<file path="config.mk">
export PLATFORM = sky130hd
export DESIGN_NAME = bullet_pool
export DESIGN_NICKNAME = d
export VERILOG_FILES = /design/src/rtl/bullet_pool.sv
export SDC_FILE = /design/constraint.sdc
export NUM_CORES = 1
export LEC_CHECK = 0
export CORE_MARGIN = 10
export CORE_UTILIZATION = 58
export CTS_CLUSTER_SIZE = 28
export DETAILED_ROUTE_END_ITERATION = 8
export PLACE_DENSITY = 0.83
export SETUP_SLACK_MARGIN = 0.2
export SKIP_CTS_REPAIR_TIMING = 1
export SYNTH_ARGS = -nofsm -noshare
export SYNTH_HDL_FRONTEND = slang
export SYNTH_SLANG_ARGS = --single-unit
</file>
<file path="constraint.sdc">
create_clock -name clk -period 5.19 [get_ports clk]
set_input_delay 1.038 -clock clk [delete_from_list [all_inputs] [get_ports clk]]
set_output_delay 1.038 -clock clk [all_outputs]
set_load 0.05 [all_outputs]
</file>
<file path="src/rtl/bullet_pool.sv">
// bullet_pool: pool of NUM_BULLETS player bullets with fire cooldown,
// lowest-free-slot spawn, per-slot hit clear and registered rendering.
// Ports:
//   in : clk, rst (async, active-low), fire, frame, screen_line, speed[7:0],
//        screen_x/y, spaceship_x/y (signed 16), hit[NUM_BULLETS-1:0]
//   out: active, bullet_x/bullet_y (16 bits per slot, slot i at [16i+15:16i]),
//        fire_ack, fire_drop, drawing, pixel[3:0]
module bullet_pool #(
    parameter int NUM_BULLETS = 4,
    parameter int BULLET_W = 2,
    parameter int BULLET_H = 6,
    parameter int COOLDOWN_FRAMES = 8,
    parameter int SPAWN_DX = 7,
    parameter logic [3:0] COLOR = 4'hF
) (
    input  logic                     clk,
    input  logic                     rst,
    input  logic                     fire,
    input  logic                     frame,
    input  logic                     screen_line,
    input  logic [7:0]               speed,
    input  logic [15:0]              screen_x,
    input  logic [15:0]              screen_y,
    input  logic [15:0]              spaceship_x,
    input  logic [15:0]              spaceship_y,
    input  logic [NUM_BULLETS-1:0]   hit,
    output logic [NUM_BULLETS-1:0]   active,
    output logic [16*NUM_BULLETS-1:0] bullet_x,
    output logic [16*NUM_BULLETS-1:0] bullet_y,
    output logic                     fire_ack,
    output logic                     fire_drop,
    output logic                     drawing,
    output logic [3:0]               pixel
);

    localparam int CW = (COOLDOWN_FRAMES > 0) ?
                        $clog2(COOLDOWN_FRAMES + 1) : 1;

    logic [15:0] bx [NUM_BULLETS];
    logic [15:0] by [NUM_BULLETS];
    logic [CW-1:0] cooldown;
    logic pending;
    logic frame_d;

    logic tick;
    logic req;
    logic spawn;
    logic [NUM_BULLETS-1:0] free;
    logic [NUM_BULLETS-1:0] grant;
    logic [NUM_BULLETS-1:0] retire;
    logic [NUM_BULLETS-1:0] over;
    logic [15:0] ny [NUM_BULLETS];
    logic [16:0] nyh [NUM_BULLETS];
    logic signed [16:0] sx;
    logic signed [16:0] sy;
    logic signed [16:0] bxs [NUM_BULLETS];
    logic signed [16:0] bys [NUM_BULLETS];
    logic [15:0] spawn_x;
    logic [15:0] spawn_y;
    logic draw_hit;

    always_comb begin
        tick    = frame & ~frame_d;
        req     = pending | fire;
        free    = ~active & ~hit;
        // isolate lowest set bit of free
        grant   = free & (~free + NUM_BULLETS'(1));
        spawn   = req & (cooldown == '0) & (|free);
        spawn_x = spaceship_x + 16'(SPAWN_DX);
        spawn_y = spaceship_y - 16'(BULLET_H);
        sx      = {screen_x[15], screen_x};
        sy      = {screen_y[15], screen_y};
        for (int i = 0; i < NUM_BULLETS; i++) begin
            ny[i]     = by[i] - {8'b0, speed};
            // 17-bit so the retire test cannot wrap
            nyh[i]    = {ny[i][15], ny[i]} + 17'(BULLET_H);
            retire[i] = nyh[i][16] | (nyh[i] == '0);
            bxs[i]    = {bx[i][15], bx[i]};
            bys[i]    = {by[i][15], by[i]};
            over[i]   = active[i] &
                        (sx >= bxs[i]) & (sx < bxs[i] + 17'(BULLET_W)) &
                        (sy >= bys[i]) & (sy < bys[i] + 17'(BULLET_H));
        end
        draw_hit = screen_line & (|over);
    end

    always_ff @(posedge clk or negedge rst) begin
        if (!rst) begin
            active    <= '0;
            cooldown  <= '0;
            pending   <= 1'b0;
            frame_d   <= 1'b0;
            fire_ack  <= 1'b0;
            fire_drop <= 1'b0;
            drawing   <= 1'b0;
            pixel     <= 4'h0;
            for (int i = 0; i < NUM_BULLETS; i++) begin
                bx[i] <= '0;
                by[i] <= '0;
            end
        end else begin
            frame_d   <= frame;
            fire_ack  <= 1'b0;
            fire_drop <= 1'b0;
            drawing   <= draw_hit;
            pixel     <= draw_hit ? COLOR : 4'h0;
            if (tick) begin
                pending <= 1'b0;
                for (int i = 0; i < NUM_BULLETS; i++) begin
                    if (hit[i]) begin
                        active[i] <= 1'b0;
                    end else if (active[i]) begin
                        if (retire[i]) active[i] <= 1'b0;
                        else           by[i] <= ny[i];
                    end else if (spawn & grant[i]) begin
                        active[i] <= 1'b1;
                        bx[i]     <= spawn_x;
                        by[i]     <= spawn_y;
                    end
                end
                if (spawn)
                    cooldown <= CW'(COOLDOWN_FRAMES);
                else if (cooldown != '0)
                    cooldown <= cooldown - CW'(1);
                fire_ack  <= spawn;
                fire_drop <= req & ~spawn;
            end else begin
                if (fire) pending <= 1'b1;
                active <= active & ~hit;
            end
        end
    end

    for (genvar g = 0; g < NUM_BULLETS; g++) begin : g_pack
        assign bullet_x[16*g +: 16] = bx[g];
        assign bullet_y[16*g +: 16] = by[g];
    end

endmodule

</file>
==> results of run 1 <==
## logic make-up after synthesis
group	count (synthesis)	share of synthesized area (%)
buf+inv	248	5.48
fa+ha+maj	308	21.5
simple gates	772	21.5
compound gates	601	21.1
xor+xnor	172	8.41
mux	45	2.53
flops	141	19.5
## cell usage after synthesis, drive strengths merged (6+ instances only)
library cell,number
and3,15
a2111oi,6
nor3,66
a211o,6
mux2,6
buf,19
nor4,31
a31oi,26
nand4,65
nand3b,6
clkbuf,57
inv,168
nand3,81
a21o,70
nor2,146
nor2b,27
o2111ai,13
o211ai,21
nand2,215
or3,17
ha,304
a211oi,32
and4,11
nor4b,7
nand2b,30
xor2,25
dfrtp,141
o21ai,214
a21boi,9
o21bai,11
o21a,11
a21oi,121
and2,8
or4,9
xnor2,146
nor3b,11
mux2i,39
o31ai,9
or2,16
## final timing paths
path | startpoint | end | slack [ns] | cells past startpoint
max in group asynchronous | rst | bullet_y[33] | 3.52 | 2
min in group asynchronous | rst | bullet_y[10] | 0.67 | 1
hold / removal | cooldown[3] | cooldown[3] | 0.49 | 1
hold reg to reg | cooldown[3] | cooldown[3] | 0.49 | 1
setup / recovery | speed[0] | bullet_y[34] | 0.31 | 19
setup reg to reg | bullet_x[19] | pixel[2] | 0.52 | 16
## per-stage QoR
stage / cell area, sq um / cells / power (mW) / setup slack, ns / hold WS, ns
final: 21900 / 2957 / 10.0 / 0.311 / 0.495
after global routing: 21900 / 2957 / 10.7 / 0.156 / 0.540
after CTS: 21800 / 2957 / 9.88 / 0.231 / 0.497
after detailed placement: 21200 / 2926 / 8.57 / -0.178 / 0.487
after global placement: 21200 / 2926 / 8.33 / -0.0639 / 0.470
after floorplan: 18100 / 2287 / 6.36 / 0.533 / 0.451
## cell type report
class | count | area [sq um]
multi-input cells | 1898 | 13600
inverters | 172 | 646
fillers | 2458 | 8810
clock buffers | 19 | 453
clock inverters | 12 | 138
repair buffers | 319 | 2990
flip-flops and latches | 141 | 3530
well taps | 396 | 495
## worst max-delay path, delay by kind of cell
kind                     cells  cell delay [ns]
AO/OA/AOI/OAI                4             1.02
adder cells (fa/ha/maj)      2             0.59
buffers and inverters        6             1.32
multiplexers                 1             0.23
AND/OR/NAND/NOR              6             1.03
## metal layers
metal | GRT usage [%] | up-vias | wire length [um]
li1 | - | 8863 | -
met1 | 38.9 | 9002 | 25500
met2 | 55.3 | 983 | 30400
met3 | 7.28 | 228 | 6190
met4 | 16.2 | 2 | 3420
met5 | 0 | - | 13
## where the power goes
group | switching, mW | leakage [nW] | total (mW) | internal (mW)
combinational | 4.07 | 7.33 | 6.69 | 2.62
clock | 0.547 | 0.274 | 1.28 | 0.734
sequential | 0.661 | 1.77 | 2.06 | 1.40
total | 5.28 | 9.37 | 10.0 | 4.75
## registers in the layout, indices dropped and copies added (netlist names)
register	flops
bullet_x	64
bullet_y	64
active	4
cooldown	4
fire_ack	1
fire_drop	1
frame_d	1
pending	1
pixel	1
==> impl_results.md, run 1 <==
- GRT Resource Usage Total: 32.9%
- Fin Clk Skew: 0.0120 ns
- Syn_nets: 2676
- Num CTS Buffers: 17
- Drt pass-1 iters: 8
- Hold violation total from the final report: 0
- Clock buffer depth: 2
- CP most frequent cell: buf_4
- IO Port Bufs: 219
- CP Cell Sequence: clkdlybuf4s50_1 -> buf_4 -> ha_1 -> inv_1 -> fa_1 -> a211oi_2 -> buf_4 -> o21ba_2 -> nor2_2 -> nand4_1 -> nor3_2 -> buf_4 -> or2_2 -> a2111oi_2 -> nor4b_2 -> o211ai_1 -> nand2_2 -> buf_6 -> mux2i_1
- DR vias: 19100
- Die W: 197 um
- Starting Density: 58.9%
- DRT antenna net count: 0
- Syn-to-layout area delta: 21.0%
- Final number of setup-violating endpoints: 0
- Top_reg_cell synth: dfrtp_1
- Slew @ Worst Pin: 1.05 ns
- Crit share post-route: 94.0%
- Seq/Total Area, Yosys: 19.5%
- Final nets: 2938
- Vias in the first global route: 18800
- Core Region: 0.0307 sq mm
- Register bit total from synthesis: 141
- Diode count: 0
- Max Cap Viol: 0
- Slowest stage delay, CP: 0.55 ns
- Leading area contributor after synthesis: ha_1
- Synth async-reset ratio: 100%
- Setup CP Type: in -> reg
- Layout cells sized above 1: 6.99%
- Post-synth EDFFs: 0
- CTS tree: done
- Final wirelength: 65.6 mm
- Clock root cell: clkbuf_16
- Fmax: 205 MHz
- Top Ports: 220
- HPWL after detailed placement: 52.2 mm
- Critical path startpoint category: input pin
- Peak VDD IR: 0.000471 V
- H-tree depth: 4
- HP Class: reg -> reg
- Total negative slack: 0 ns
- Share of Yosys cell area claimed by the top area cell type: 21.0%
- Die Area: 0.0386 sq mm
- DRC Markers: 0
- Pwr Density: 459 mW/mm^2
- Largest net degree at the start of global routing: 87
- Yosys Warn Count: 0
- Relative slew slack: 29.5%
- Slowest CP cell: clkdlybuf4s50_1
- Max FO, Critical Path: 8
- Antenna violations before repair: 2
- Most frequent cells in the layout: 304 x ha_1, 218 x clkdlybuf4s50_1, 214 x nand2_1
- Area contributors post-synth: ha_1 21%, dfrtp_1 20%, xnor2_1 7.1%, o21ai_0 5.6%, nand2_1 4.5%
- Unique masters post-synth: 85
- Most common cell after layout, fill and taps aside: ha_1
- Global route overflow: 0
- WL/cell: 22.2 um
- First-pass GRT wire length: 102 mm
- Post-DR vias/cell: 6.45
- Worst setup EP type: register
- Mapped cell area: 0.0181 sq mm
- RD Place Congestion: 1.01
- Data arrival time at the worst-slack endpoint: 5.25 ns
- P_leak: 9.37 nW
- Final core occ: 71.3%
- Drt first-iter violations: 1905
- Status: completed
- Clock Latency Late Sink: 0.46 ns
- Avg Cell Area, Syn: 7.90 sq um
- Die height: 197 um
- Post-Syn Instances: 2287
- Row Count: 64
- Fin crit period: 4.88 ns
- Max Slew Vio Count: 0
- Crit path required time: 5.56 ns
- Sink Count: 141
- RSZ-0062 raised after global routing: false
- CTS clk-pin slew, worst paths: 0.07 ns
(Power assumes the default switching activity.)
==> inputs of run 2 (changes only) <==
--- a/config.mk
+++ b/config.mk
@@ -9,6 +9,7 @@
 export CORE_UTILIZATION = 58
 export CTS_CLUSTER_SIZE = 28
 export DETAILED_ROUTE_END_ITERATION = 8
+export HOLD_SLACK_MARGIN = 0.08
 export PLACE_DENSITY = 0.83
 export SETUP_SLACK_MARGIN = 0.2
 export SKIP_CTS_REPAIR_TIMING = 1
==> results of run 2 <==
The final DEF is identical to that of run 1; final timing and power are the same.
==> variant (config.mk and constraints of run 2) <==
Make the reset (`rst`) synchronous in one clocked block. Comments in the files are not updated.
--- a/src/rtl/bullet_pool.sv
+++ b/src/rtl/bullet_pool.sv
@@ -85,5 +85,5 @@
     end
 
-    always_ff @(posedge clk or negedge rst) begin
+    always_ff @(posedge clk) begin
         if (!rst) begin
             active    <= '0;
Function: changed (Yosys sat finds a counterexample within 4 cycles, from zero or initial values and one cycle with rst low; the reset may be asserted at any time).
==> variant against run 2 <==
Final cell count decreased by 3.8%. Core utilization rose by 3.6 points. Sequential cell count did not move. Global-route usage down 1.1 points. Routed wire length fell by 3.8%. Clock skew down 0.0011 ns. Hold slack worse by 0.0020 ns. Final area up 1.8%. Via count shrank 4.5%. Setup slack better by 0.020 ns. Register-to-register slack better by 0.21 ns. Fmax is 0.41% higher. Synthesized area fell by 2.9%. Critical endpoint is now by[3][11].
Power is not compared: it rests on default switching activity, and its combinational part moved more than twofold at a synthesized area within 25%.
==> variant: results (changes against run 2) <==
| Metric | Value |
|---|---|
| Status | complete, no violations |
| Post-synthesis compound-gate area fraction | 0.182 (-0.0293) |
| Met3 WL | 6360 um (+2.7%) |
| Worst Tran Pin Value | 1.21 ns (+0.155 ns) |
| Reg-to-reg slack, setup | 0.73 ns (+0.21 ns) |
| CP arrival | 5.01 ns (-0.24 ns) |
| Hold Slack | 0.493 ns (-0.00196 ns) |
| Proportion of layout cells with a drive suffix above 1 | 0.107 (+0.0369) |
| RR Startpoint | by[3][0] |
| Sequential share of the synthesized area | 0.234 (+0.0386) |
| Post-synthesis mux area share | 0.00634 (-0.0190) |
| Metal2 WL | 28600 um (-6.0%) |
| Via/cell ratio | 6.40 (-0.75%) |
| Synth area leaders | edfxtp_1, ha_1, xnor2_1 |
| Vias in the first global route | 17700 (-5.7%) |
| Clock latency at the later pin of the worst-skew pair | 0.44 ns (-0.02 ns) |
| Hold Crit Depth | 1 (unchanged) |
| Post-Route M1 WL | 24800 um (-2.6%) |
| Largest net degree at the start of global routing | 34 (-61%) |
| Fin nets | 2830 (-3.7%) |
| Routing usage on met2 | 0.516 (-0.0370) |
| Crit path max-delay family | compound AO/OA/AOI/OAI gates |
| Async SR Flop Fraction | 0 (-1.00) |
| GPL Wtd Cong | 1.00 (-0.66%) |
| Syn Nets | 2461 (-8.0%) |
| GRT met1 Usage | 0.397 (+0.00797) |
| Hold_sp | cooldown[3] |
| GR Util met3 | 0.0610 (-0.0118) |
| Clk_skew | 0.0109 ns (-0.00111 ns) |
| WHS Endpoint | cooldown[3] |
| Synth top cells by count | ha_1, nor2_1, inv_1 |
| Initial DRC Count | 2077 (+9.0%) |
| CP Max Fanout | 8 (unchanged) |
| Largest regs | bx: 64 flops, by: 64 flops |
| Synth cell types | 88 (+3.5%) |
| HPWL after detailed placement | 51700 um (-0.93%) |
| CP max stage cell | or4_4 |
| Post-synth EDFFs | 128 (+128) |
| Fillcell total | 2152 (-12%) |
| Post-Synth XOR/XNOR Area | 0.0947 (+0.0106) |
| Gr usage total | 0.318 (-0.0105) |
| Worst VDD drop | 200 uV |
| TritonRoute pass-1 iters | 6 (-2) |
| Antenna violations before repair | 1 (-1) |
| Top layer in use | met4 |
| Post-Synth Adder-Cell Area | 0.221 (+0.00637) |
| DR WL/cell | 22.2 um (about the same) |
| First-pass GRT wire length | 97200 um (-4.8%) |
| R2r endpoint | by[3][11] |
-- variant: changes by cell type after synthesis, sizes merged, moves of 13 or more --
cell / run 2 / this run
o22ai: 5 / 49
nand2: 215 / 99
a21o: 70 / 46
nor2: 146 / 202
dfxtp: 0 / 13
nor2b: 27 / 53
o21ai: 214 / 93
clkbuf: 57 / 37
xnor2: 146 / 169
dfrtp: 141 / 0
a21oi: 121 / 101
mux2i: 39 / 10
edfxtp: 0 / 128
-- variant: worst max path at each step --
stage	start	end	slack (ns)	cells after the start
after detailed placement	speed[0]	by[2][4]	-0.48	17
final	speed[1]	by[3][11]	0.33	15
after global placement	speed[0]	by[2][5]	-0.37	17
after floorplan	speed[1]	by[1][0]	0.27	13
after global routing	speed[3]	by[0][14]	0.09	17
after CTS	speed[0]	by[2][4]	-0.03	17
-- variant: power breakdown --
group          switching (mW)  internal [mW]
Clock                   0.554          0.735
Combinational            1.23          0.876
Sequential              0.126           1.32
-- variant: worst register-to-register path, delay by kind of cell (launching register included) --
kind            cells  cell delay, ns
compound gates      7            1.34
xor+xnor            1            0.14
fa+ha+maj           2            0.57
buf+inv             4            0.56
flops               1            0.51
simple gates        2            1.08
-- variant: final cells by class --
type                            count  share of cell area
Timing Repair Buffer              395               0.163
Antenna cell                        1            0.000112
Multi-Input combinational cell   1710               0.573
Inverter                          176              0.0300
Clock buffer                       17              0.0191
Sequential cell                   141               0.184
Clock inverter                     15             0.00855
Tap cell                          390              0.0219
-- variant: through the flow --
step           setup slack [ns]  area, sq um  std cells
5_1_grt                  0.0881        22200       2844
3_5_place_dp             -0.481        21400       2807
3_3_place_gp             -0.371        21400       2807
2_1_floorplan             0.269        17600       2072
4_1_cts                 -0.0324        22000       2839
6_report                  0.331        22300       2845
